### src/rtl/mesi_coherence_monitor_if.sv
// rtl/mesi_coherence_monitor_if.sv - signal bundle between the mesi_isc bench and the coherence monitor
`ifndef MESI_ISC_TB_CPU_MESI_M
`define MESI_ISC_TB_CPU_MESI_M 4'b1001
`endif
`ifndef MESI_ISC_TB_CPU_MESI_E
`define MESI_ISC_TB_CPU_MESI_E 4'b0101
`endif
`ifndef MESI_ISC_TB_CPU_MESI_S
`define MESI_ISC_TB_CPU_MESI_S 4'b0011
`endif
`ifndef MESI_ISC_TB_CPU_MESI_I
`define MESI_ISC_TB_CPU_MESI_I 4'b0000
`endif
`ifndef MESI_ISC_TB_INS_NOP
`define MESI_ISC_TB_INS_NOP 4'd0
`endif
`ifndef MESI_ISC_TB_INS_WR
`define MESI_ISC_TB_INS_WR 4'd1
`endif
`ifndef MESI_ISC_TB_INS_RD
`define MESI_ISC_TB_INS_RD 4'd2
`endif

interface mesi_coherence_monitor_if #(
  parameter int N_CPU   = 4,
  parameter int N_LINES = 10,
  parameter int ADDR_W  = 4,
  parameter int CNT_W   = 16
);
  logic [N_CPU*N_LINES*4-1:0] cache_state_i;
  logic [N_CPU*4-1:0]         ins_i;
  logic [N_CPU*ADDR_W-1:0]    ins_addr_i;
  logic [N_CPU-1:0]           ins_ack_i;
  logic                       clr_i;
  logic                       swmr_err_o;
  logic [N_CPU-1:0]           starve_err_o;
  logic                       err_valid_o;
  logic [2:0]                 err_code_o;
  logic [2:0]                 err_cpu_o;
  logic [3:0]                 err_line_o;
  logic [CNT_W-1:0]           err_cnt_o;

  modport master (
    output cache_state_i, ins_i, ins_addr_i, ins_ack_i, clr_i,
    input  swmr_err_o, starve_err_o, err_valid_o, err_code_o, err_cpu_o, err_line_o, err_cnt_o
  );

  modport slave (
    input  cache_state_i, ins_i, ins_addr_i, ins_ack_i, clr_i,
    output swmr_err_o, starve_err_o, err_valid_o, err_code_o, err_cpu_o, err_line_o, err_cnt_o
  );
endinterface

### src/rtl/mesi_coherence_monitor.sv
// rtl/mesi_coherence_monitor.sv - MESI legality checker with per-CPU write (and optional read, MESI_ISC_MON_RD_TRACK_EN) starvation trackers
module mesi_coherence_monitor #(
  parameter int N_CPU   = 4,
  parameter int N_LINES = 10,
  parameter int ADDR_W  = 4,
  parameter int TIMEOUT = 500,
  parameter int CNT_W   = 16
) (
  input logic clk,
  input logic rst,
  mesi_coherence_monitor_if.slave bus
);
  localparam logic [3:0]  ST_M   = `MESI_ISC_TB_CPU_MESI_M;
  localparam logic [3:0]  ST_E   = `MESI_ISC_TB_CPU_MESI_E;
  localparam logic [3:0]  ST_S   = `MESI_ISC_TB_CPU_MESI_S;
  localparam logic [3:0]  ST_I   = `MESI_ISC_TB_CPU_MESI_I;
  localparam logic [3:0]  INS_WR = `MESI_ISC_TB_INS_WR;
  localparam logic [3:0]  INS_RD = `MESI_ISC_TB_INS_RD;
  localparam logic [15:0] TMO_M1 = 16'(TIMEOUT - 1);
  localparam int          SUM_W  = CNT_W + 8;

  typedef enum logic {TRK_IDLE, TRK_WAIT} trk_t;

  logic [3:0]        st [N_CPU][N_LINES];
  logic [3:0]        op [N_CPU];
  logic [ADDR_W-1:0] addr [N_CPU];
  logic [N_CPU-1:0]  in_range;
  logic [N_CPU-1:0]  range_ev;

  logic [N_LINES-1:0] conf_me, conf_s, bad_enc;
  logic [2:0]         me_cpu [N_LINES];
  logic [2:0]         bad_cpu [N_LINES];

  trk_t              wr_st [N_CPU];
  trk_t              wr_st_nx [N_CPU];
  logic [15:0]       wr_tmr [N_CPU];
  logic [15:0]       wr_tmr_nx [N_CPU];
  logic [ADDR_W-1:0] wr_line [N_CPU];
  logic [ADDR_W-1:0] wr_line_nx [N_CPU];
  logic [N_CPU-1:0]  wr_to;
  logic [N_CPU-1:0]  rd_to;

  logic [7:0]       ev_cnt;
  logic [9:0]       best;
  logic [SUM_W-1:0] sum_w;
  logic [CNT_W-1:0] cnt_nx;

  logic             swmr_r;
  logic [N_CPU-1:0] starve_r;
  logic             valid_r;
  logic [2:0]       code_r, cpu_r;
  logic [3:0]       line_r;
  logic [CNT_W-1:0] cnt_r;

  // unpack flat input buses into per-CPU views
  always_comb begin
    range_ev = '0;
    in_range = '0;
    for (int c = 0; c < N_CPU; c++) begin
      op[c]   = bus.ins_i[c*4 +: 4];
      addr[c] = bus.ins_addr_i[c*ADDR_W +: ADDR_W];
      in_range[c] = 32'(addr[c]) < 32'(N_LINES);
`ifdef MESI_ISC_MON_RD_TRACK_EN
      range_ev[c] = bus.ins_ack_i[c] && (op[c] == INS_WR || op[c] == INS_RD) && !in_range[c];
`else
      range_ev[c] = bus.ins_ack_i[c] && op[c] == INS_WR && !in_range[c];
`endif
      for (int l = 0; l < N_LINES; l++)
        st[c][l] = bus.cache_state_i[(c*N_LINES+l)*4 +: 4];
    end
  end

  // per-line legality: count M/E holders, note S holders and illegal encodings (scan high-to-low so lowest CPU wins)
  always_comb begin
    logic [3:0] n_me;
    logic       any_s;
    conf_me = '0;
    conf_s  = '0;
    bad_enc = '0;
    n_me    = '0;
    any_s   = 1'b0;
    for (int l = 0; l < N_LINES; l++) begin
      me_cpu[l]  = '0;
      bad_cpu[l] = '0;
      n_me       = '0;
      any_s      = 1'b0;
      for (int c = N_CPU-1; c >= 0; c--) begin
        if (st[c][l] == ST_M || st[c][l] == ST_E) begin
          n_me      = n_me + 4'd1;
          me_cpu[l] = 3'(c);
        end else if (st[c][l] == ST_S) begin
          any_s = 1'b1;
        end else if (st[c][l] != ST_I) begin
          bad_enc[l] = 1'b1;
          bad_cpu[l] = 3'(c);
        end
      end
      conf_me[l] = n_me > 4'd1;
      conf_s[l]  = (n_me != 4'd0) && any_s;
    end
  end

  // write tracker next state: an in-range WR accept always (re)arms; otherwise wait for M or time out
  always_comb begin
    logic [3:0] cur;
    wr_to = '0;
    cur   = ST_I;
    for (int c = 0; c < N_CPU; c++) begin
      wr_st_nx[c]   = wr_st[c];
      wr_tmr_nx[c]  = wr_tmr[c];
      wr_line_nx[c] = wr_line[c];
      cur = ST_I;
      for (int l = 0; l < N_LINES; l++)
        if (wr_line[c] == ADDR_W'(l)) cur = st[c][l];
      if (bus.ins_ack_i[c] && op[c] == INS_WR && in_range[c]) begin
        wr_st_nx[c]   = TRK_WAIT;
        wr_tmr_nx[c]  = '0;
        wr_line_nx[c] = addr[c];
      end else if (wr_st[c] == TRK_WAIT) begin
        if (cur == ST_M) begin
          wr_st_nx[c] = TRK_IDLE;
        end else if (wr_tmr[c] == TMO_M1) begin
          wr_st_nx[c] = TRK_IDLE;
          wr_to[c]    = 1'b1;
        end else begin
          wr_tmr_nx[c] = wr_tmr[c] + 16'd1;
        end
      end
    end
  end

  // write tracker state registers
  always_ff @(posedge clk or negedge rst) begin
    if (!rst) begin
      for (int c = 0; c < N_CPU; c++) begin
        wr_st[c]   <= TRK_IDLE;
        wr_tmr[c]  <= '0;
        wr_line[c] <= '0;
      end
    end else begin
      for (int c = 0; c < N_CPU; c++) begin
        wr_st[c]   <= wr_st_nx[c];
        wr_tmr[c]  <= wr_tmr_nx[c];
        wr_line[c] <= wr_line_nx[c];
      end
    end
  end

`ifdef MESI_ISC_MON_RD_TRACK_EN
  trk_t              rd_st [N_CPU];
  trk_t              rd_st_nx [N_CPU];
  logic [15:0]       rd_tmr [N_CPU];
  logic [15:0]       rd_tmr_nx [N_CPU];
  logic [ADDR_W-1:0] rd_line [N_CPU];
  logic [ADDR_W-1:0] rd_line_nx [N_CPU];

  // read tracker next state: arms only when the requested line is I, completes on E or S
  always_comb begin
    logic [3:0] cur;
    logic [3:0] req;
    rd_to = '0;
    cur   = ST_I;
    req   = ST_I;
    for (int c = 0; c < N_CPU; c++) begin
      rd_st_nx[c]   = rd_st[c];
      rd_tmr_nx[c]  = rd_tmr[c];
      rd_line_nx[c] = rd_line[c];
      cur = ST_I;
      req = ST_I;
      for (int l = 0; l < N_LINES; l++) begin
        if (rd_line[c] == ADDR_W'(l)) cur = st[c][l];
        if (addr[c] == ADDR_W'(l)) req = st[c][l];
      end
      if (bus.ins_ack_i[c] && op[c] == INS_RD && in_range[c] && req == ST_I) begin
        rd_st_nx[c]   = TRK_WAIT;
        rd_tmr_nx[c]  = '0;
        rd_line_nx[c] = addr[c];
      end else if (rd_st[c] == TRK_WAIT) begin
        if (cur == ST_E || cur == ST_S) begin
          rd_st_nx[c] = TRK_IDLE;
        end else if (rd_tmr[c] == TMO_M1) begin
          rd_st_nx[c] = TRK_IDLE;
          rd_to[c]    = 1'b1;
        end else begin
          rd_tmr_nx[c] = rd_tmr[c] + 16'd1;
        end
      end
    end
  end

  // read tracker state registers
  always_ff @(posedge clk or negedge rst) begin
    if (!rst) begin
      for (int c = 0; c < N_CPU; c++) begin
        rd_st[c]   <= TRK_IDLE;
        rd_tmr[c]  <= '0;
        rd_line[c] <= '0;
      end
    end else begin
      for (int c = 0; c < N_CPU; c++) begin
        rd_st[c]   <= rd_st_nx[c];
        rd_tmr[c]  <= rd_tmr_nx[c];
        rd_line[c] <= rd_line_nx[c];
      end
    end
  end
`else
  assign rd_to = '0;
`endif

  // count this cycle's events and pick the smallest {code, cpu, line} key for capture
  always_comb begin
    logic [9:0] key;
    ev_cnt = '0;
    best   = '1;
    key    = '1;
    for (int l = 0; l < N_LINES; l++) begin
      if (conf_me[l]) begin
        ev_cnt = ev_cnt + 8'd1;
        key = {3'd1, me_cpu[l], 4'(l)};
        if (key < best) best = key;
      end
      if (conf_s[l]) begin
        ev_cnt = ev_cnt + 8'd1;
        key = {3'd2, me_cpu[l], 4'(l)};
        if (key < best) best = key;
      end
      if (bad_enc[l]) begin
        ev_cnt = ev_cnt + 8'd1;
        key = {3'd3, bad_cpu[l], 4'(l)};
        if (key < best) best = key;
      end
    end
    for (int c = 0; c < N_CPU; c++) begin
      if (wr_to[c]) begin
        ev_cnt = ev_cnt + 8'd1;
        key = {3'd4, 3'(c), 4'(wr_line[c])};
        if (key < best) best = key;
      end
      if (range_ev[c]) begin
        ev_cnt = ev_cnt + 8'd1;
        key = {3'd5, 3'(c), 4'(addr[c])};
        if (key < best) best = key;
      end
`ifdef MESI_ISC_MON_RD_TRACK_EN
      if (rd_to[c]) begin
        ev_cnt = ev_cnt + 8'd1;
        key = {3'd6, 3'(c), 4'(rd_line[c])};
        if (key < best) best = key;
      end
`endif
    end
  end

  // saturating counter update; clear drops the old count but still adds this cycle's events
  always_comb begin
    sum_w  = (bus.clr_i ? '0 : SUM_W'(cnt_r)) + SUM_W'(ev_cnt);
    cnt_nx = (sum_w > SUM_W'({CNT_W{1'b1}})) ? '1 : sum_w[CNT_W-1:0];
  end

  // registered error outputs and first-error capture
  always_ff @(posedge clk or negedge rst) begin
    if (!rst) begin
      swmr_r   <= 1'b0;
      starve_r <= '0;
      valid_r  <= 1'b0;
      code_r   <= '0;
      cpu_r    <= '0;
      line_r   <= '0;
      cnt_r    <= '0;
    end else begin
      swmr_r   <= |(conf_me | conf_s | bad_enc);
      starve_r <= wr_to | rd_to;
      cnt_r    <= cnt_nx;
      if (bus.clr_i) begin
        valid_r <= 1'b0;
        code_r  <= '0;
        cpu_r   <= '0;
        line_r  <= '0;
      end
      if (ev_cnt != 8'd0 && (bus.clr_i || !valid_r)) begin
        valid_r <= 1'b1;
        code_r  <= best[9:7];
        cpu_r   <= best[6:4];
        line_r  <= best[3:0];
      end
    end
  end

  assign bus.swmr_err_o   = swmr_r;
  assign bus.starve_err_o = starve_r;
  assign bus.err_valid_o  = valid_r;
  assign bus.err_code_o   = code_r;
  assign bus.err_cpu_o    = cpu_r;
  assign bus.err_line_o   = line_r;
  assign bus.err_cnt_o    = cnt_r;
endmodule
### src/flat_wrapper.sv
// flat-port wrapper written by rule: the top's interface ports become plain ports
module mesi_coherence_monitor_flat 
#(
  parameter int N_CPU   = 4,
  parameter int N_LINES = 10,
  parameter int ADDR_W  = 4,
  parameter int TIMEOUT = 500,
  parameter int CNT_W   = 16
)
  (clk, rst, bus_cache_state_i, bus_ins_i, bus_ins_addr_i, bus_ins_ack_i, bus_clr_i, bus_swmr_err_o, bus_starve_err_o, bus_err_valid_o, bus_err_code_o, bus_err_cpu_o, bus_err_line_o, bus_err_cnt_o);
  mesi_coherence_monitor_if #(.N_CPU(N_CPU), .N_LINES(N_LINES), .ADDR_W(ADDR_W), .CNT_W(CNT_W)) bus_i ();
  input logic clk;
  input logic rst;
  input wire logic [$bits(bus_i.cache_state_i)-1:0] bus_cache_state_i;
  input wire logic [$bits(bus_i.ins_i)-1:0] bus_ins_i;
  input wire logic [$bits(bus_i.ins_addr_i)-1:0] bus_ins_addr_i;
  input wire logic [$bits(bus_i.ins_ack_i)-1:0] bus_ins_ack_i;
  input wire logic [$bits(bus_i.clr_i)-1:0] bus_clr_i;
  output wire logic [$bits(bus_i.swmr_err_o)-1:0] bus_swmr_err_o;
  output wire logic [$bits(bus_i.starve_err_o)-1:0] bus_starve_err_o;
  output wire logic [$bits(bus_i.err_valid_o)-1:0] bus_err_valid_o;
  output wire logic [$bits(bus_i.err_code_o)-1:0] bus_err_code_o;
  output wire logic [$bits(bus_i.err_cpu_o)-1:0] bus_err_cpu_o;
  output wire logic [$bits(bus_i.err_line_o)-1:0] bus_err_line_o;
  output wire logic [$bits(bus_i.err_cnt_o)-1:0] bus_err_cnt_o;
  assign bus_i.cache_state_i = bus_cache_state_i;
  assign bus_i.ins_i = bus_ins_i;
  assign bus_i.ins_addr_i = bus_ins_addr_i;
  assign bus_i.ins_ack_i = bus_ins_ack_i;
  assign bus_i.clr_i = bus_clr_i;
  assign bus_swmr_err_o = bus_i.swmr_err_o;
  assign bus_starve_err_o = bus_i.starve_err_o;
  assign bus_err_valid_o = bus_i.err_valid_o;
  assign bus_err_code_o = bus_i.err_code_o;
  assign bus_err_cpu_o = bus_i.err_cpu_o;
  assign bus_err_line_o = bus_i.err_line_o;
  assign bus_err_cnt_o = bus_i.err_cnt_o;
  mesi_coherence_monitor #(.N_CPU(N_CPU), .N_LINES(N_LINES), .ADDR_W(ADDR_W), .TIMEOUT(TIMEOUT), .CNT_W(CNT_W)) u_core (.clk(clk), .rst(rst), .bus(bus_i));
endmodule
### config.mk
export PLATFORM = sky130hd
export DESIGN_NAME = mesi_coherence_monitor_flat
export DESIGN_NICKNAME = d
export VERILOG_FILES = /design/src/rtl/mesi_coherence_monitor_if.sv /design/src/rtl/mesi_coherence_monitor.sv /design/src/flat_wrapper.sv
export SDC_FILE = /design/constraint.sdc
export NUM_CORES = 1
export LEC_CHECK = 0
export CAP_MARGIN = 20
export CORE_ASPECT_RATIO = 1.5
export CORE_MARGIN = 2
export CORE_UTILIZATION = 50
export CTS_CLUSTER_DIAMETER = 80
export CTS_CLUSTER_SIZE = 40
export DETAILED_ROUTE_END_ITERATION = 16
export GPL_TIMING_DRIVEN = 0
export PLACE_DENSITY = 0.82
export SETUP_SLACK_MARGIN = 0.15
export SLEW_MARGIN = 15
export SYNTH_ARGS = -nofsm -noshare
export SYNTH_HDL_FRONTEND = slang
export SYNTH_SLANG_ARGS = --single-unit
### constraint.sdc
create_clock -name clk -period 8.5 [get_ports clk]
set_input_delay 2.125 -clock clk [delete_from_list [all_inputs] [get_ports clk]]
set_output_delay 2.125 -clock clk [all_outputs]
set_load 0.02 [all_outputs]
### Word-level counts from Yosys, hierarchy flattened

Index checks and enable logic that the tools add are counted.

* output and inout bits: 32
* input bits: 199
* logic and storage cells: 1065
* register bits after elaboration: 116

* reductions and logical operators: 134
* equality and inequality tests: 176
* $add $sub $neg: 72
* order comparisons: 52
* bitwise logic cells: 2
* multiplexer cells: 610

Operator list (count)
* 2-to-1 mux 10 bit: 75
* 2-to-1 mux 3 bit: 113
* adder 8 x 1 -> 8 bit, second input constant: 37
* 2-to-1 mux 8 bit: 37
* 2-to-1 mux 16 bit: 18
* 2-to-1 mux 4 bit: 72
* 2-to-1 mux 1 bit: 245
* equality test 4 x 3 -> 1 bit, second input constant: 56
* equality test 4 bit, second input constant: 52
* less-than comparator 9 x 10 -> 1 bit: 20
* nonzero test 4 bit: 50
* equality test 4 x 2 -> 1 bit, second input constant: 48
* 2-to-1 mux 2 bit: 50
* less-than comparator 8 x 10 -> 1 bit: 9
* adder 4 x 1 -> 4 bit, second input constant: 20
* less-than comparator 10 bit: 8
* adder 16 x 1 -> 16 bit, second input constant: 4
* equality test 16 x 9 -> 1 bit, second input constant: 4
* logical OR 1 bit: 41
* greater-than comparator 4 x 1 -> 1 bit, second input constant: 10
* equality test 4 x 1 -> 1 bit, second input constant: 8
* adder 24 x 8 -> 24 bit: 1
* greater-than comparator 24 x 16 -> 1 bit, second input constant: 1
* logical AND 1 bit: 23
* 10 further kinds: 44

### Logic depth before layout (Yosys ltp)

* word-level depth: 123
* gate-level depth with buffers: 213
* mapped depth without buffers: 210

### Least setup slack after synthesis

OpenSTA, ideal clock, no wires.

* path type: input-to-reg
* start: in bus_cache_state_i[123]
* end: reg u_core.cpu_r[2] (netlist: u_core.bus.err_cpu_o[2])
* path slack: -29.889 ns
* buffers on the path: 3
* library setup time: 0.067 ns
* arrival: 38.322 ns
* stages on the path: 202
* cells stage by stage: xor2_1 -> and2_1 -> ha_1 -> xnor2_1 -> ha_1 -> or4_1 -> and3_1 -> clkbuf_1 -> nor2_1 -> inv_1 -> ha_1 -> buf_1 -> and2_1 -> o31ai_1 -> ha_1 -> o21ai_0 -> nand2_1 -> nand2_1 -> [... 166 more ...] -> a21oi_1 -> o31ai_1 -> a221oi_1 -> nor2_1 -> mux2i_1 -> ha_1 -> a21oi_1 -> o211a_1 -> o21ai_0 -> nor2_1 -> a31oi_1 -> o21bai_1 -> nand3_1 -> and2_1 -> or3_1 -> nand4_1 -> o2111a_1 -> a32o_1

* cells in the longest elaborated chain, start to end: 123

RTL lines
* start, declared: line flat_wrapper.sv:14 `input wire logic [$bits(bus_i.cache_state_i)-1:0] bus_cache_state_i;`
* equality test 4 bit / equality test 4 x 3 -> 1 bit (equally long branches): line mesi_coherence_monitor.sv:88 `if (st[c][l] == ST_M || st[c][l] == ST_E) begin`
* logical OR 1 bit: line mesi_coherence_monitor.sv:88
* 2-to-1 mux 1 bit: line mesi_coherence_monitor.sv:88
* adder 1 x 1 -> 2 bit: line mesi_coherence_monitor.sv:89 `n_me = n_me + 4'd1;`
* 2-to-1 mux 4 bit: line mesi_coherence_monitor.sv:88
* adder 4 x 1 -> 4 bit: line mesi_coherence_monitor.sv:89
* 2-to-1 mux 4 bit: line mesi_coherence_monitor.sv:88
* adder 4 x 1 -> 4 bit: line mesi_coherence_monitor.sv:89
* [... 107 more ...]
* 2-to-1 mux 10 bit: line mesi_coherence_monitor.sv:240 `if (range_ev[c]) begin`
* less-than comparator 10 bit: line mesi_coherence_monitor.sv:238 `if (key < best) best = key;`
* 2-to-1 mux 10 bit: line mesi_coherence_monitor.sv:238
* 2-to-1 mux 10 bit: line mesi_coherence_monitor.sv:235 `if (wr_to[c]) begin`
* less-than comparator 10 bit: line mesi_coherence_monitor.sv:243 `if (key < best) best = key;`
* 2-to-1 mux 10 bit: line mesi_coherence_monitor.sv:243
* 2-to-1 mux 10 bit: line mesi_coherence_monitor.sv:240
* 2-to-1 mux 3 bit: line mesi_coherence_monitor.sv:281 `if (ev_cnt != 8'd0 && (bus.clr_i || !valid_r)) begin`
* end signal, assigned: line mesi_coherence_monitor.sv:284 `cpu_r <= best[6:4];`
* end, declared: line mesi_coherence_monitor.sv:51 `logic [2:0] code_r, cpu_r;`

Several ways; a longest one is shown, not always the timed one.
A chain may end at the register's enable or synchronous reset.

### Worst setup path in the final report

* start: in bus_cache_state_i[122]
* end: reg u_core.cpu_r[2] (netlist: u_core.bus.err_cpu_o[2])

The elaborated chain is that of the path after synthesis.

==> run_results.csv <==
group,metric,value,unit
status,status,"finished with violations",
status,violations,"setup timing",
cells_and_area,stdcell_area,27840,um^2
drt,wl,81640,um
worst_setup_path,start_kind,"input pin",
logic_synthesis,yosys_register_bits,116,
floorplan,chipWidth,172.5,um
clocking,numCtsBuffers,17,
place,io_buffers,230,
logic_synthesis,seq_area_frac_synth,13.62,%
sta,clock_skew,0.01237,ns
worst_setup_path,max_stage_delay,0.43,ns
drt,via_per_inst,6.511,
grt,grt_pass1_wl,128500,um
floorplan,core-area,42020,um^2
clocking,cts_htree_levels,4,
worst_setup_path,crit_path_top_delay_cell,"or3_4",
worst_setup_path,critPathMaxFanout,6,
logic_synthesis,synth_ff_type,"dfrtp_1",
sta,worstMarginPinSlew,1.206,ns
drt,wl_per_cell,21.40,um
place,routabilityCongestion,1.090,
worst_setup_path,cpMostUsedCell,"o21a_1",
drt,num_vias,24841,
logic_synthesis,postSynthCellCount,2804,
place,preCtsSetupSlack,-33.40,ns
clocking,path_clk_slew,0.06,ns
sta,setup_violations,28,
drt,firstDrtPassIters,6,
floorplan,io_pins,231,
cells_and_area,syn2layout_area_growth,30.67,%
job,cap_violations,0,
place,dpl-instance-area,24950,um^2
logic_synthesis,synth_nets,3148,
sta,hold_viol_final,0,
sta,whs,0.5055,ns
worst_setup_path,cp_data_arrival_time,38.71,ns
floorplan,row_count,92,
place,dpl.hpwl,63060,um
worst_setup_path,worst-setup-path-type,"in -> reg",
worst_setup_path,end_kind,"register",
sta,max_freq,26.08,MHz
sta,fin_ws,-29.84,ns
drt,drc,0,
drt,ant_nets,0,
logic_synthesis,synthesis.area,21310,um^2
floorplan,die_height,256.8,um
sta,fin_crit,38.34,ns
cells_and_area,layout-drive-gt1-share,17.76,%
logic_synthesis,async_flop_share,100.0,%
logic_synthesis,yosysWarnings,0,
floorplan,die_area,44310,um^2
clocking,clk-insertion-delay-late,0.43,ns
clocking,tritoncts,"done",
clocking,cts_root_buf,"clkbuf_16",
logic_synthesis,synth.avg_cell_area,7.598,um^2
logic_synthesis,synth_edf_count,0,
clocking,holdBufCountCts,0,
grt,grt_pass1_vias,25387,
grt,grt_antenna_before_repair,3,
worst_setup_path,crit_required,8.87,ns
grt,grt_start_max_net_pins,85,
logic_synthesis,yosysUniqueCellTypes,121,
sta,drv_slew,0,
sta,rsz0062_at_grt,"yes",
cells_and_area,fin_nets,3580,
grt,track_usage,35.76,%
sta,layout_worst_path_cycle_share,451.0,%
hold_path,hold_class,"reg -> reg",
floorplan,start_util,50.71,%
clocking,cts_buffer_depth,2,
drt,drt_iter0_drc,1640,
sta,slew-limit-headroom,18.59,%
clocking,clock_sinks,116,
grt,grt.overflow.total,0,
kinds of logic after synthesis:
family                   synth area share [%]
AND/OR/NAND/NOR                         32.14
multiplexers                            3.670
adder cells (fa/ha/maj)                 8.645
XOR/XNOR                                15.02
buffers and inverters                   3.212
AO/OA/AOI/OAI                           23.68
flip-flops                              13.62
sequential cells by signal, indices dropped and copies added, names as in the netlist:
name / cells
u_core.bus.swmr_err_o: 1
u_core.bus.err_line_o: 4
u_core.bus.err_code_o: 3
u_core.bus.err_valid_o: 1
u_core.wr_st: 4
u_core.bus.starve_err_o: 4
u_core.bus.err_cnt_o: 16
u_core.bus.err_cpu_o: 3
u_core.wr_line: 16
u_core.wr_tmr: 64
per-layer routing:
metal | share of wire, % | vias to the layer above | track usage (%)
li1 | - | 11390 | -
met1 | 33 | 11730 | 34.01
met2 | 50 | 1233 | 65.81
met3 | 6.9 | 486 | 7.340
met4 | 9.4 | 2 | 29.58
met5 | 0.012 | - | 0
synth_stat cells (54+ instances only):
cell	n	area share (%)
nand2_1	270	4.8
nor2_1	270	4.8
o21ai_0	150	3.5
ha_1	144	8.5
xnor2_1	130	5.3
a21oi_1	124	2.9
xor2_1	117	4.8
dfrtp_1	116	14
inv_1	111	2.0
nand3_1	108	2.5
nor3_1	98	2.3
o211ai_1	64	2.3
nor2b_1	63	1.8
clkbuf_1	56	0.99
nor4_1	54	1.6
worst paths after layout:
check	end	cells past startpoint	slack, ns	start
setup reg to reg	u_core.bus.err_cnt_o[10]$_DFF_PN0_	41	-1.75	u_core.wr_line[13]$_DFFE_PN0P_
setup / recovery	u_core.bus.err_cpu_o[2]$_DFFE_PN0P_	208	-29.84	bus_cache_state_i[122]
min in group asynchronous	u_core.bus.err_cnt_o[13]$_DFF_PN0_	1	1.58	rst
max in group asynchronous	u_core.wr_tmr[35]$_DFFE_PN0P_	2	6.18	rst
hold reg to reg	u_core.bus.err_line_o[0]$_DFFE_PN0P_	1	0.51	u_core.bus.err_line_o[0]$_DFFE_PN0P_
hold / removal	u_core.bus.err_line_o[0]$_DFFE_PN0P_	1	0.51	u_core.bus.err_line_o[0]$_DFFE_PN0P_
placed cells by master, fill, tap and decap left out, types with 36 or more instances in the layout:
cell type	n
nand2_1	252
nor2_1	246
clkdlybuf4s50_1	216
buf_4	175
o21ai_0	130
xnor2_1	128
ha_1	123
dfrtp_1	116
xor2_1	114
inv_1	103
nand3_1	103
a21oi_1	92
nor3_1	85
o211ai_1	64
nor2b_1	59
clkbuf_1	50
nor4_1	49
and2_1	46
nand2b_1	40
nand4_1	40
o21a_1	38
mux2i_1	37
and3_1	36
area by class of cell:
type | count | area (um^2)
inverter | 116 | 445.4
timing repair buffer | 413 | 3715
fill | 3385 | 14180
buffer | 63 | 326.6
multi-input combinational | 2509 | 19160
clock buffer | 17 | 425.4
sequential | 116 | 2903
tap | 564 | 705.7
antenna | 2 | 5.005
clock inverter | 15 | 156.4
per-stage QoR:
stage	TNS (ns)	instances	utilization [%]
6_report	-645.36	3815	66.26
3_3_place_gp	-687.84	3598	59.31
5_1_grt	-689.78	3815	66.26
2_1_floorplan	-580.71	2804	-
4_1_cts	-631.81	3775	65.09
3_5_place_dp	-706.63	3599	59.38
critical path, delay by kind of cell:
family                   cells  cell delay [ns]
AO/OA/AOI/OAI               95            16.44
XOR/XNOR                     2             0.29
adder cells (fa/ha/maj)     29             7.75
buffers and inverters       16             1.81
multiplexers                 7             1.76
AND/OR/NAND/NOR             59             8.48
what timing repair did:
action / in CTS / in global routing
gates resized for setup: 196 / 42
setup buffers: 144 / 37
pin swaps: 150 / 74
gates cloned: 0 / 0
setup endpoints to repair: 28 / 28
Power is left out: the tool's default activity adds up to more than one toggle a clock period on the data nets, which glitch-free logic cannot reach.
